--- src/rtl/timer_apb_multi_if.sv ---
// APB bus bundle between the peripheral segment master and timer_apb_multi.
interface timer_apb_multi_if;
    logic        psel;
    logic [7:0]  paddr;
    logic        penable;
    logic        pwrite;
    logic [31:0] pwdata;
    logic [31:0] prdata;
    logic        pready;
    logic        pslverr;

    modport master (output psel, paddr, penable, pwrite, pwdata,
                    input  prdata, pready, pslverr);
    modport slave  (input  psel, paddr, penable, pwrite, pwdata,
                    output prdata, pready, pslverr);
endinterface

--- src/rtl/timer_apb_multi.sv ---
// Multi-channel APB timer: NUM_CH up-counters sharing one prescaler, each with
// compare/reload, periodic or one-shot mode and a maskable W1C interrupt.
module timer_apb_multi #(
    parameter int NUM_CH  = 4,
    parameter int CNT_W   = 32,
    parameter int PRESC_W = 8
) (
    input  logic              clk_i,
    input  logic              rst_i,
    timer_apb_multi_if.slave  apb,
    output logic              irq_o,
    output logic [NUM_CH-1:0] irq_ch_o
);
    localparam logic [31:0] ID_VAL = {8'h54, 8'(NUM_CH), 8'(CNT_W), 8'(PRESC_W)};

    logic [NUM_CH-1:0]  en_q, en_d, os_q, os_d, ie_q, ie_d, pend_q, pend_d;
    logic [CNT_W-1:0]   load_q [NUM_CH];
    logic [CNT_W-1:0]   load_d [NUM_CH];
    logic [CNT_W-1:0]   cnt_q  [NUM_CH];
    logic [CNT_W-1:0]   cnt_d  [NUM_CH];
    logic [PRESC_W-1:0] presc_q, presc_d, pcnt_q, pcnt_d;

    logic              access, wr, tick;
    logic              is_presc, is_status, is_id;
    logic [2:0]        ch_idx;
    logic [1:0]        reg_off;
    logic [NUM_CH-1:0] ch_sel;
    logic              unused_bits;

    assign unused_bits = ^{apb.paddr[1:0], apb.pwdata};

    always_comb begin
        access    = apb.psel & apb.penable;
        wr        = access & apb.pwrite;
        ch_idx    = apb.paddr[6:4];
        reg_off   = apb.paddr[3:2];
        is_presc  = (apb.paddr[7:2] == 6'h20);
        is_status = (apb.paddr[7:2] == 6'h21);
        is_id     = (apb.paddr[7:2] == 6'h22);
        ch_sel    = '0;
        // Offset 0xC is a hole inside each channel window.
        for (int c = 0; c < NUM_CH; c++)
            ch_sel[c] = !apb.paddr[7] && (ch_idx == 3'(c)) && (reg_off != 2'd3);
    end

    assign tick = (pcnt_q == presc_q);

    always_comb begin
        apb.prdata  = '0;
        apb.pslverr = 1'b0;
        if (access) begin
            apb.pslverr = !(|ch_sel || is_presc || is_status || is_id);
            for (int c = 0; c < NUM_CH; c++) begin
                if (ch_sel[c]) begin
                    case (reg_off)
                        2'd0:    apb.prdata = {29'd0, ie_q[c], os_q[c], en_q[c]};
                        2'd1:    apb.prdata = 32'(load_q[c]);
                        default: apb.prdata = 32'(cnt_q[c]);
                    endcase
                end
            end
            if (is_presc)  apb.prdata = 32'(presc_q);
            if (is_status) apb.prdata = 32'(pend_q);
            if (is_id)     apb.prdata = ID_VAL;
        end
    end

    assign apb.pready = 1'b1;

    always_comb begin
        en_d    = en_q;
        os_d    = os_q;
        ie_d    = ie_q;
        load_d  = load_q;
        cnt_d   = cnt_q;
        presc_d = presc_q;
        pcnt_d  = tick ? '0 : pcnt_q + PRESC_W'(1);
        // Clear first so a same-edge expiry below re-sets the bit.
        pend_d  = (wr && is_status) ? (pend_q & ~apb.pwdata[NUM_CH-1:0]) : pend_q;
        for (int c = 0; c < NUM_CH; c++) begin
            // A COUNT write on a tick edge suppresses that edge's count/expiry.
            if (tick && en_q[c] && !(wr && ch_sel[c] && reg_off == 2'd2)) begin
                if (cnt_q[c] >= load_q[c]) begin
                    pend_d[c] = 1'b1;
                    if (os_q[c]) en_d[c]  = 1'b0;
                    else         cnt_d[c] = '0;
                end else begin
                    cnt_d[c] = cnt_q[c] + CNT_W'(1);
                end
            end
            if (wr && ch_sel[c]) begin
                case (reg_off)
                    2'd0:    {ie_d[c], os_d[c], en_d[c]} = apb.pwdata[2:0];
                    2'd1:    load_d[c] = apb.pwdata[CNT_W-1:0];
                    default: cnt_d[c]  = apb.pwdata[CNT_W-1:0];
                endcase
            end
        end
        if (wr && is_presc) begin
            presc_d = apb.pwdata[PRESC_W-1:0];
            pcnt_d  = '0;
        end
    end

    always_ff @(posedge clk_i or posedge rst_i) begin
        if (rst_i) begin
            en_q    <= '0;
            os_q    <= '0;
            ie_q    <= '0;
            pend_q  <= '0;
            presc_q <= '0;
            pcnt_q  <= '0;
            for (int c = 0; c < NUM_CH; c++) begin
                load_q[c] <= '0;
                cnt_q[c]  <= '0;
            end
        end else begin
            en_q    <= en_d;
            os_q    <= os_d;
            ie_q    <= ie_d;
            pend_q  <= pend_d;
            presc_q <= presc_d;
            pcnt_q  <= pcnt_d;
            load_q  <= load_d;
            cnt_q   <= cnt_d;
        end
    end

    assign irq_ch_o = pend_q & ie_q;
    assign irq_o    = |irq_ch_o;
endmodule
--- src/flat_wrapper.sv ---
// flat-port wrapper written by rule: the top's interface ports become plain ports
module timer_apb_multi_flat 
#(
    parameter int NUM_CH  = 4,
    parameter int CNT_W   = 32,
    parameter int PRESC_W = 8
)
  (clk_i, rst_i, irq_o, irq_ch_o, apb_psel, apb_paddr, apb_penable, apb_pwrite, apb_pwdata, apb_prdata, apb_pready, apb_pslverr);
  timer_apb_multi_if apb_i ();
  input  logic clk_i;
  input  logic rst_i;
  output logic irq_o;
  output logic [NUM_CH-1:0] irq_ch_o;
  input wire logic [$bits(apb_i.psel)-1:0] apb_psel;
  input wire logic [$bits(apb_i.paddr)-1:0] apb_paddr;
  input wire logic [$bits(apb_i.penable)-1:0] apb_penable;
  input wire logic [$bits(apb_i.pwrite)-1:0] apb_pwrite;
  input wire logic [$bits(apb_i.pwdata)-1:0] apb_pwdata;
  output wire logic [$bits(apb_i.prdata)-1:0] apb_prdata;
  output wire logic [$bits(apb_i.pready)-1:0] apb_pready;
  output wire logic [$bits(apb_i.pslverr)-1:0] apb_pslverr;
  assign apb_i.psel = apb_psel;
  assign apb_i.paddr = apb_paddr;
  assign apb_i.penable = apb_penable;
  assign apb_i.pwrite = apb_pwrite;
  assign apb_i.pwdata = apb_pwdata;
  assign apb_prdata = apb_i.prdata;
  assign apb_pready = apb_i.pready;
  assign apb_pslverr = apb_i.pslverr;
  timer_apb_multi #(.NUM_CH(NUM_CH), .CNT_W(CNT_W), .PRESC_W(PRESC_W)) u_core (.clk_i(clk_i), .rst_i(rst_i), .apb(apb_i), .irq_o(irq_o), .irq_ch_o(irq_ch_o));
endmodule
--- config.mk ---
export PLATFORM = sky130hd
export DESIGN_NAME = timer_apb_multi_flat
export DESIGN_NICKNAME = d
export VERILOG_FILES = /design/src/rtl/timer_apb_multi_if.sv /design/src/rtl/timer_apb_multi.sv /design/src/flat_wrapper.sv
export SDC_FILE = /design/constraint.sdc
export NUM_CORES = 1
export LEC_CHECK = 0
export BUFFER_PORTS_ARGS = -buffer_cell sky130_fd_sc_hd__buf_2
export CORE_MARGIN = 4
export CORE_UTILIZATION = 40
export DETAILED_ROUTE_END_ITERATION = 10
export MAX_ROUTING_LAYER = met4
export PLACE_DENSITY = 0.55
export RECOVER_POWER = 100
export SLEW_MARGIN = 20
export SYNTH_ARGS = -nofsm -noshare
export SYNTH_HDL_FRONTEND = slang
export SYNTH_SLANG_ARGS = --single-unit
--- constraint.sdc ---
create_clock -name clk_i -period 18.25 [get_ports clk_i]
set_input_delay 1.825 -clock clk_i [delete_from_list [all_inputs] [get_ports clk_i]]
set_output_delay 1.825 -clock clk_i [all_outputs]
set_load 0.02 [all_outputs]
==> results of run 1 <==
## synthesized netlist by cell type (17+ instances only)
cell type and number:
nand2_1 341, dfrtp_1 288, o21ai_0 219, inv_1 160, clkbuf_1 136, nor2_1 134
ha_1 133, a21oi_1 116, nand3_1 101, a221oi_1 60, mux2_2 60, nor3_1 55
nand4_1 43, a22oi_1 41, and3_1 33, a31o_2 30, o22ai_1 29, a31oi_1 26
nor4_1 26, or4_1 24, o211ai_1 22, a221o_1 19, buf_2 18, o41ai_1 18
or2_2 17
## metrics by stage
stage / hold WS [ns] / std cells / utilization [%] / worst slack [ns]
after CTS: 0.507 / 3112 / 44.7 / 10.73
after floorplan: 0.456 / 2439 / - / 8.48
final: 0.504 / 3114 / 44.3 / 6.79
after global routing: 0.514 / 3113 / 44.3 / 6.52
after detailed placement: 0.493 / 3044 / 42.1 / 10.78
after global placement: 0.486 / 3044 / 42.1 / 10.82
## layout by cell type (no fill, tap or decap), types with 22 or more instances in the layout
cell,synthesis,routed
dfrtp_1,288,288
a21oi_1,116,116
o21ai_0,219,221
a31o_2,30,30
nand2_1,341,341
nor4_1,26,25
o22ai_1,29,30
a221oi_1,60,60
nand3_1,101,102
a22oi_1,41,41
clkbuf_16,0,39
nor3_1,55,53
clkbuf_1,136,61
and3_1,33,33
a31oi_1,26,26
ha_1,133,133
nand4_1,43,44
o211ai_1,22,22
nor2_1,134,131
or4_1,24,24
mux2_2,60,60
inv_1,160,159
buf_2,18,42
## sequential cells by signal, indices dropped and copies added (netlist names)
register	count
u_core.en_q	4
u_core.ie_q	4
u_core.cnt_q	128
u_core.pend_q	4
u_core.pcnt_q	8
u_core.presc_q	8
u_core.os_q	4
u_core.load_q	128
## report_power, final
group	switching (W)	internal (W)
Clock	0.000305	0.000474
Sequential	0.000109	0.000709
Combinational	0.000407	0.000224
Total	0.000820	0.00141
## kinds of logic (layout without fill, tap and decap cells)
logic type                 count (synthesis)  in the layout  synth area share, %
xor gates and xnor gates                  15             15                0.647
buffers and inverters                    340            341                 6.61
other                                      1              3               0.0185
DFF                                      288            288                 35.5
muxes                                     73             73                 4.15
AOI/OAI and AO/OA                        734            734                 24.5
adders and majority gates                133            133                 8.20
and+or+nand+nor                          855            855                 20.4
## area by class of cell
class                           instances  area [sq um]
Fill cell                            5041         28000
Multi-Input combinational cell       1811         11700
Sequential cell                       288          7210
Clock buffer                           56          1140
Tap cell                              672           841
Inverter                              160           602
Timing Repair Buffer                  113           553
Clock inverter                         12           141
Antenna cell                            2          5.00
## worst max-delay path by stage
| stage | end | start |
|---|---|---|
| finish | u_core.cnt_q[24] | apb_paddr[3] |
| floorplan | u_core.cnt_q[0] | rst_i |
| detailed placement | apb_prdata[18] | apb_paddr[2] |
| global placement | apb_prdata[18] | apb_paddr[2] |
| global route | u_core.cnt_q[24] | apb_paddr[3] |
| CTS | apb_prdata[18] | apb_paddr[2] |
## worst max-delay path, cell delays in order
cell and delay, ns:
clkbuf_1 1.37, clkbuf_1 1.46, a211o_1 0.67, or4_1 0.21, clkbuf_1 1.41, nand4_1 0.81, nand4b_1 0.59, o21ai_0 2.35
o21ai_0 0.68, a31o_2 0.47
## routing by layer
layer / wire [um] / GRT usage (%)
met2: 35900 / 45.2
met3: 5840 / 4.85
met1: 34300 / 39.8
met5: 0 / -
met4: 2810 / 9.58
==> results_dict.tcl, run 1 <==
set metrics [dict create \
    cp_max_fo 39 \
    fin_tns_setup_ns 0 \
    clk_latency_ns 0.57 \
    ys_top_cells_by_area "dfrtp_1 36%, ha_1 8.2%, nand2_1 6.3%, o21ai_0 5.4%, mux2_2 3.3%" \
    hold_start "u_core.load_q[116]" \
    failed_checks "capacitance limit, slew limit" \
    yosysSeqAreaShare_pct 35.5 \
    rsz0062_at_grt "no" \
    wl_per_cell_um 25.3 \
    totalPowerFinal_w 0.00223 \
    clkTransAtPathRegs_ns 0.06 \
    syn_inst 2439 \
    finalSetupViolCount 0 \
    core_sq_um 50200 \
    stdcell_area_sq_um 22200 \
    port_buffers 80 \
    die_area_sq_um 54400 \
    postRouteAntennaNets 0 \
    p_per_area_nw_per_um2 100 \
    r2r_end "u_core.cnt_q[24]" \
    dpl_cell_area_sq_um 21100 \
    fin_crit_ns 11.46 \
    ys_ff_latch 288 \
    via_per_inst 6.30 \
    hold_buffers 0 \
    synth_edf_count 0 \
    slew_violations 763 \
    syn-cell-area_sq_um 20300 \
    yosys.area.top_type "dfrtp_1" \
    synthArstFlopShare_pct 100 \
    min_to "u_core.load_q[116]" \
    crit_path_start_kind "input pin" \
    period_share_pct 62.8 \
    grt-ovfl-total 0 \
    area_growth_pct 9.43 \
    ir_drop_mv 0.0603 \
    rows 82 \
    worstMarginPinSlew_ns 3.63 \
    critPathRequiredTime_ns 18.70 \
    reg2reg_depth 7 \
    antenna_found_initial 2 \
    drtIter0Drc 1998 \
    cts.path.max_buffers 3 \
    hpwl_um 56000 \
    die_width_um 233 \
    firstDrtPassIters 5 \
    grt_max_degree 156 \
    maxSlewHeadroom_pct -143 \
    hold_path.class "reg2reg" \
    critPathArrivalTime_ns 11.90 \
    yosys.area.top_type_share_pct 35.5 \
    clockRootBuffer "clkbuf_16" \
    avgSynthCellArea_sq_um 8.32 \
    hold_viol_final 0 \
    gp_congestion 0.974 \
    finClkSkew_ns 0.0270 \
    drive_gt1_share_pct 10.3 \
    min_path_cells 1 \
    crit_type "in2reg" \
    io_pins 84 \
    grt_pass1_wl_um 119000 \
    clock-sinks 288 \
    drcViolationCount 0 \
    syn_nets 2617 \
    htreeDepth 2 \
    cts_tree "yes" \
    cts_buffers 37 \
    grt.total_usage_pct 29.4 \
    leakage_nw 9.60 \
    grt_pass1_vias 18500 \
    rr_startpoint "u_core.presc_q[7]" \
    ys_types 87 \
    post_cts_resized 0 \
    num_vias 19600 \
    start_util_pct 40.5 \
    fin_nets 2589 \
    synth-main-ff-cell "dfrtp_1" \
    ff2ff_setup_slack_ns 12.15 \
    cts_setup_buffers 0 \
    cap_violations 19 \
    fmax_mhz 87.3 \
    dieHeight_um 233 \
    status "finished with violations" \
    wl_um 78900 \
    end_kind "register" \
    ys_warn_count 0 \
]
No activity file was read; power rests on OpenSTA's default activity.
==> inputs of run 2 (changes only) <==
--- a/config.mk
+++ b/config.mk
@@ -5,12 +5,13 @@
 export SDC_FILE = /design/constraint.sdc
 export NUM_CORES = 1
 export LEC_CHECK = 0
+export ABC_AREA = 1
 export BUFFER_PORTS_ARGS = -buffer_cell sky130_fd_sc_hd__buf_2
 export CORE_MARGIN = 4
 export CORE_UTILIZATION = 40
 export DETAILED_ROUTE_END_ITERATION = 10
 export MAX_ROUTING_LAYER = met4
-export PLACE_DENSITY = 0.55
+export PLACE_DENSITY = 0.57
 export RECOVER_POWER = 100
 export SLEW_MARGIN = 20
 export SYNTH_ARGS = -nofsm -noshare
==> constraint.sdc (replaced) <==
create_clock -name clk_i -period 10.5 [get_ports clk_i]
set_input_delay 1.05 -clock clk_i [delete_from_list [all_inputs] [get_ports clk_i]]
set_output_delay 1.05 -clock clk_i [all_outputs]
set_load 0.02 [all_outputs]
==> run 2 against run 1 <==
Against the previous run: the flow still finishes with violations (capacitance limit, slew limit); clock-buffer cell count is 8 lower; clock skew is 0.0061 ns lower; clock power up 89%; wire length rose by 17%; largest cell class unchanged; largest power group is now combinational cells; combinational power rose to 4.0 times the previous value; worst setup slack worse by 3.7 ns; global-route usage grew 1.5 points; synthesized cell count increased by 42%; area after synthesis grew 12%; sequential share of layout area is 3.4 points lower; register-to-register slack worse by 7.6 ns; die area is 11% higher.
==> results_dict.tcl, run 2 <==
set metrics [dict create \
    syn_nets 3648 \
    htreeDepth 2 \
    reg2reg_depth 10 \
    fin_ws_ns 3.08 \
    largest_registers "u_core.cnt_q x128, u_core.load_q x128" \
    core_sq_um 56300 \
    fin_crit_ns 7.42 \
    cap_violations 14 \
    stdcell_area_sq_um 24800 \
    cts_tree "yes" \
    clockRootBuffer "clkbuf_16" \
    cp_num_cells 10 \
    fmax_mhz 135 \
    avgSynthCellArea_sq_um 6.55 \
    seq_power_share_pct 29.3 \
    postRouteAntennaNets 0 \
    port_buffers 80 \
    hold_start "u_core.load_q[108]" \
    worstMarginPinSlew_ns 5.18 \
    drcViolationCount 0 \
    clk_latency_ns 0.59 \
    post_cts_resized 0 \
    period_share_pct 70.7 \
    cts.path.max_buffers 3 \
    critPathRequiredTime_ns 9.45 \
    final_cell_mix "941 x nand2_1, 430 x nor2_1, 417 x inv_1" \
    yosysSeqAreaShare_pct 31.7 \
    cp_cell_sequence "buf_2, buf_4, clkinvlp_2, nand2_1, buf_4, buf_4, o22ai_1, a221oi_1, a31oi_1, clkbuf_1" \
    hold_viol_final 0 \
    synth_edf_count 0 \
    hold_buffers 0 \
    yosys.area.top_type "dfrtp_1" \
    cts_setup_buffers 0 \
    syn-cell-area_sq_um 22700 \
    fin_nets 3640 \
    clkTransAtPathRegs_ns 0.06 \
    finClkSkew_ns 0.0209 \
    start_util_pct 40.4 \
    p_int_w 0.00304 \
    syn_inst 3470 \
    area_growth_pct 9.22 \
    end_kind "output port" \
    layout_commonest_cell "nand2_1" \
    rows 87 \
    fillCellCount 6143 \
    firstDrtPassIters 6 \
    synth-main-ff-cell "dfrtp_1" \
    grt_pass1_vias 21400 \
    wl_per_cell_um 21.7 \
    critPathArrivalTime_ns 6.37 \
    via_per_inst 5.46 \
    crit_family "buffers and inverters" \
    ys_types 50 \
    cp_max_fo 53 \
    crit_top_cell "buf_4" \
    slew_violations 730 \
    antenna_found_initial 0 \
    rr_startpoint "u_core.pcnt_q[0]" \
    whs_ns 0.486 \
    status "finished with violations" \
    drive_gt1_share_pct 4.64 \
    grt.total_usage_pct 30.9 \
    die_area_sq_um 60700 \
    hold_path.class "reg2reg" \
    io_pins 84 \
    pre_cts_ws_ns 4.55 \
    gp_congestion 0.989 \
    failed_checks "capacitance limit, slew limit" \
    yosys-top-cells-count "937 x nand2_1, 423 x nor2_1, 417 x inv_1" \
    crit_path_start_kind "input pin" \
    p_sw_share_pct 46.6 \
    leakage_nw 11.5 \
    p_per_area_nw_per_um2 229 \
    finalSetupViolCount 0 \
    dpl_cell_area_sq_um 23600 \
    fin_tns_setup_ns 0 \
    clock-sinks 288 \
    p_sw_w 0.00265 \
    yosys.area.top_type_share_pct 31.7 \
    ys_top_cells_by_area "dfrtp_1 32%, nand2_1 15%, ha_1 7.3%, nor2_1 7.0%, inv_1 6.9%" \
    crit_buf_inv 6 \
    cpPeakStageDelay_ns 1.23 \
    crit_slowest_cell "nand2_1" \
    fin_cells 4246 \
    drtIter0Drc 2423 \
    maxSlewHeadroom_pct -245 \
    synth.most_common_cell "nand2_1" \
    wl_um 92200 \
    rsz0062_at_grt "no" \
    grt_pass1_wl_um 138000 \
    n_antenna_cell 0 \
    ys_ff_latch 288 \
    grt-ovfl-total 0 \
    cts_buffers 38 \
    min_path_cells 2 \
    ir_drop_mv 0.136 \
    clockPowerShare_pct 25.9 \
    worstSetupStartpoint "apb_paddr[3]" \
    hpwl_um 69700 \
    ys_warn_count 0 \
    power_frac_comb_pct 44.9 \
    die_width_um 246 \
    crit_type "in2out" \
    dieHeight_um 246 \
    dpl.cell_count 4178 \
    synthArstFlopShare_pct 100 \
    grt_max_degree 108 \
    num_vias 23200 \
]
-- run 2: stage by stage --
step	power [W]	util [%]
floorplan	0.00342	-
global placement	0.00418	42.0
detailed placement	0.00421	42.0
CTS	0.00569	44.4
global route	0.00610	44.1
finish	0.00569	44.1
-- run 2: layout make-up --
cell class / instances / area [sq um] / share of cell area, %
multi-input combinational: 2599 / 13200 / 53.0
clock inverter: 20 / 328 / 1.32
clock buffer: 48 / 1030 / 4.15
inverter: 427 / 1610 / 6.47
sequential: 288 / 7210 / 29.0
tap: 756 / 946 / 3.81
timing repair buffer: 108 / 536 / 2.16
-- run 2: cell families after synthesis --
group / count (synthesis) / share of synthesized area [%]
AO/OA/AOI/OAI: 592 / 14.4
XOR/XNOR: 89 / 3.43
adder cells (fa/ha/maj): 133 / 7.33
buffers and inverters: 583 / 10.0
flip-flops: 288 / 31.7
other: 1 / 0.0165
AND/OR/NAND/NOR: 1784 / 33.1
-- run 2: metal layers --
| layer | GRT usage, % | share of wire, % | routed length (um) |
|---|---|---|---|
| met5 | - | 0 | 0 |
| met4 | 12.5 | 4.6 | 4260 |
| met3 | 4.69 | 7.8 | 7160 |
| met2 | 44.2 | 42 | 38900 |
| met1 | 43.7 | 45 | 41900 |
-- run 2: tightest hold or removal path, cell delays in order, from the launching register on --
cell and delay [ns]:
dfrtp_1 0.34, nand2_1 0.05, o21ai_0 0.06
-- run 2: power by group through the flow --
stage          Sequential (W)  Clock (W)  Combinational, W
2_1_floorplan         0.00152          0           0.00190
3_3_place_gp          0.00167          0           0.00251
3_5_place_dp          0.00168          0           0.00253
4_1_cts               0.00166    0.00149           0.00254
5_1_grt               0.00169    0.00154           0.00287
6_report              0.00166    0.00147           0.00255
-- run 2: worst paths after layout --
path	endpoint	slack [ns]
setup reg to reg	u_core.cnt_q[40]	4.55
max in group asynchronous	u_core.cnt_q[57]	3.52
hold reg to reg	u_core.load_q[108]	0.49
hold / removal	u_core.load_q[108]	0.49
min in group asynchronous	u_core.cnt_q[71]	2.03
setup / recovery	apb_prdata[30]	3.08
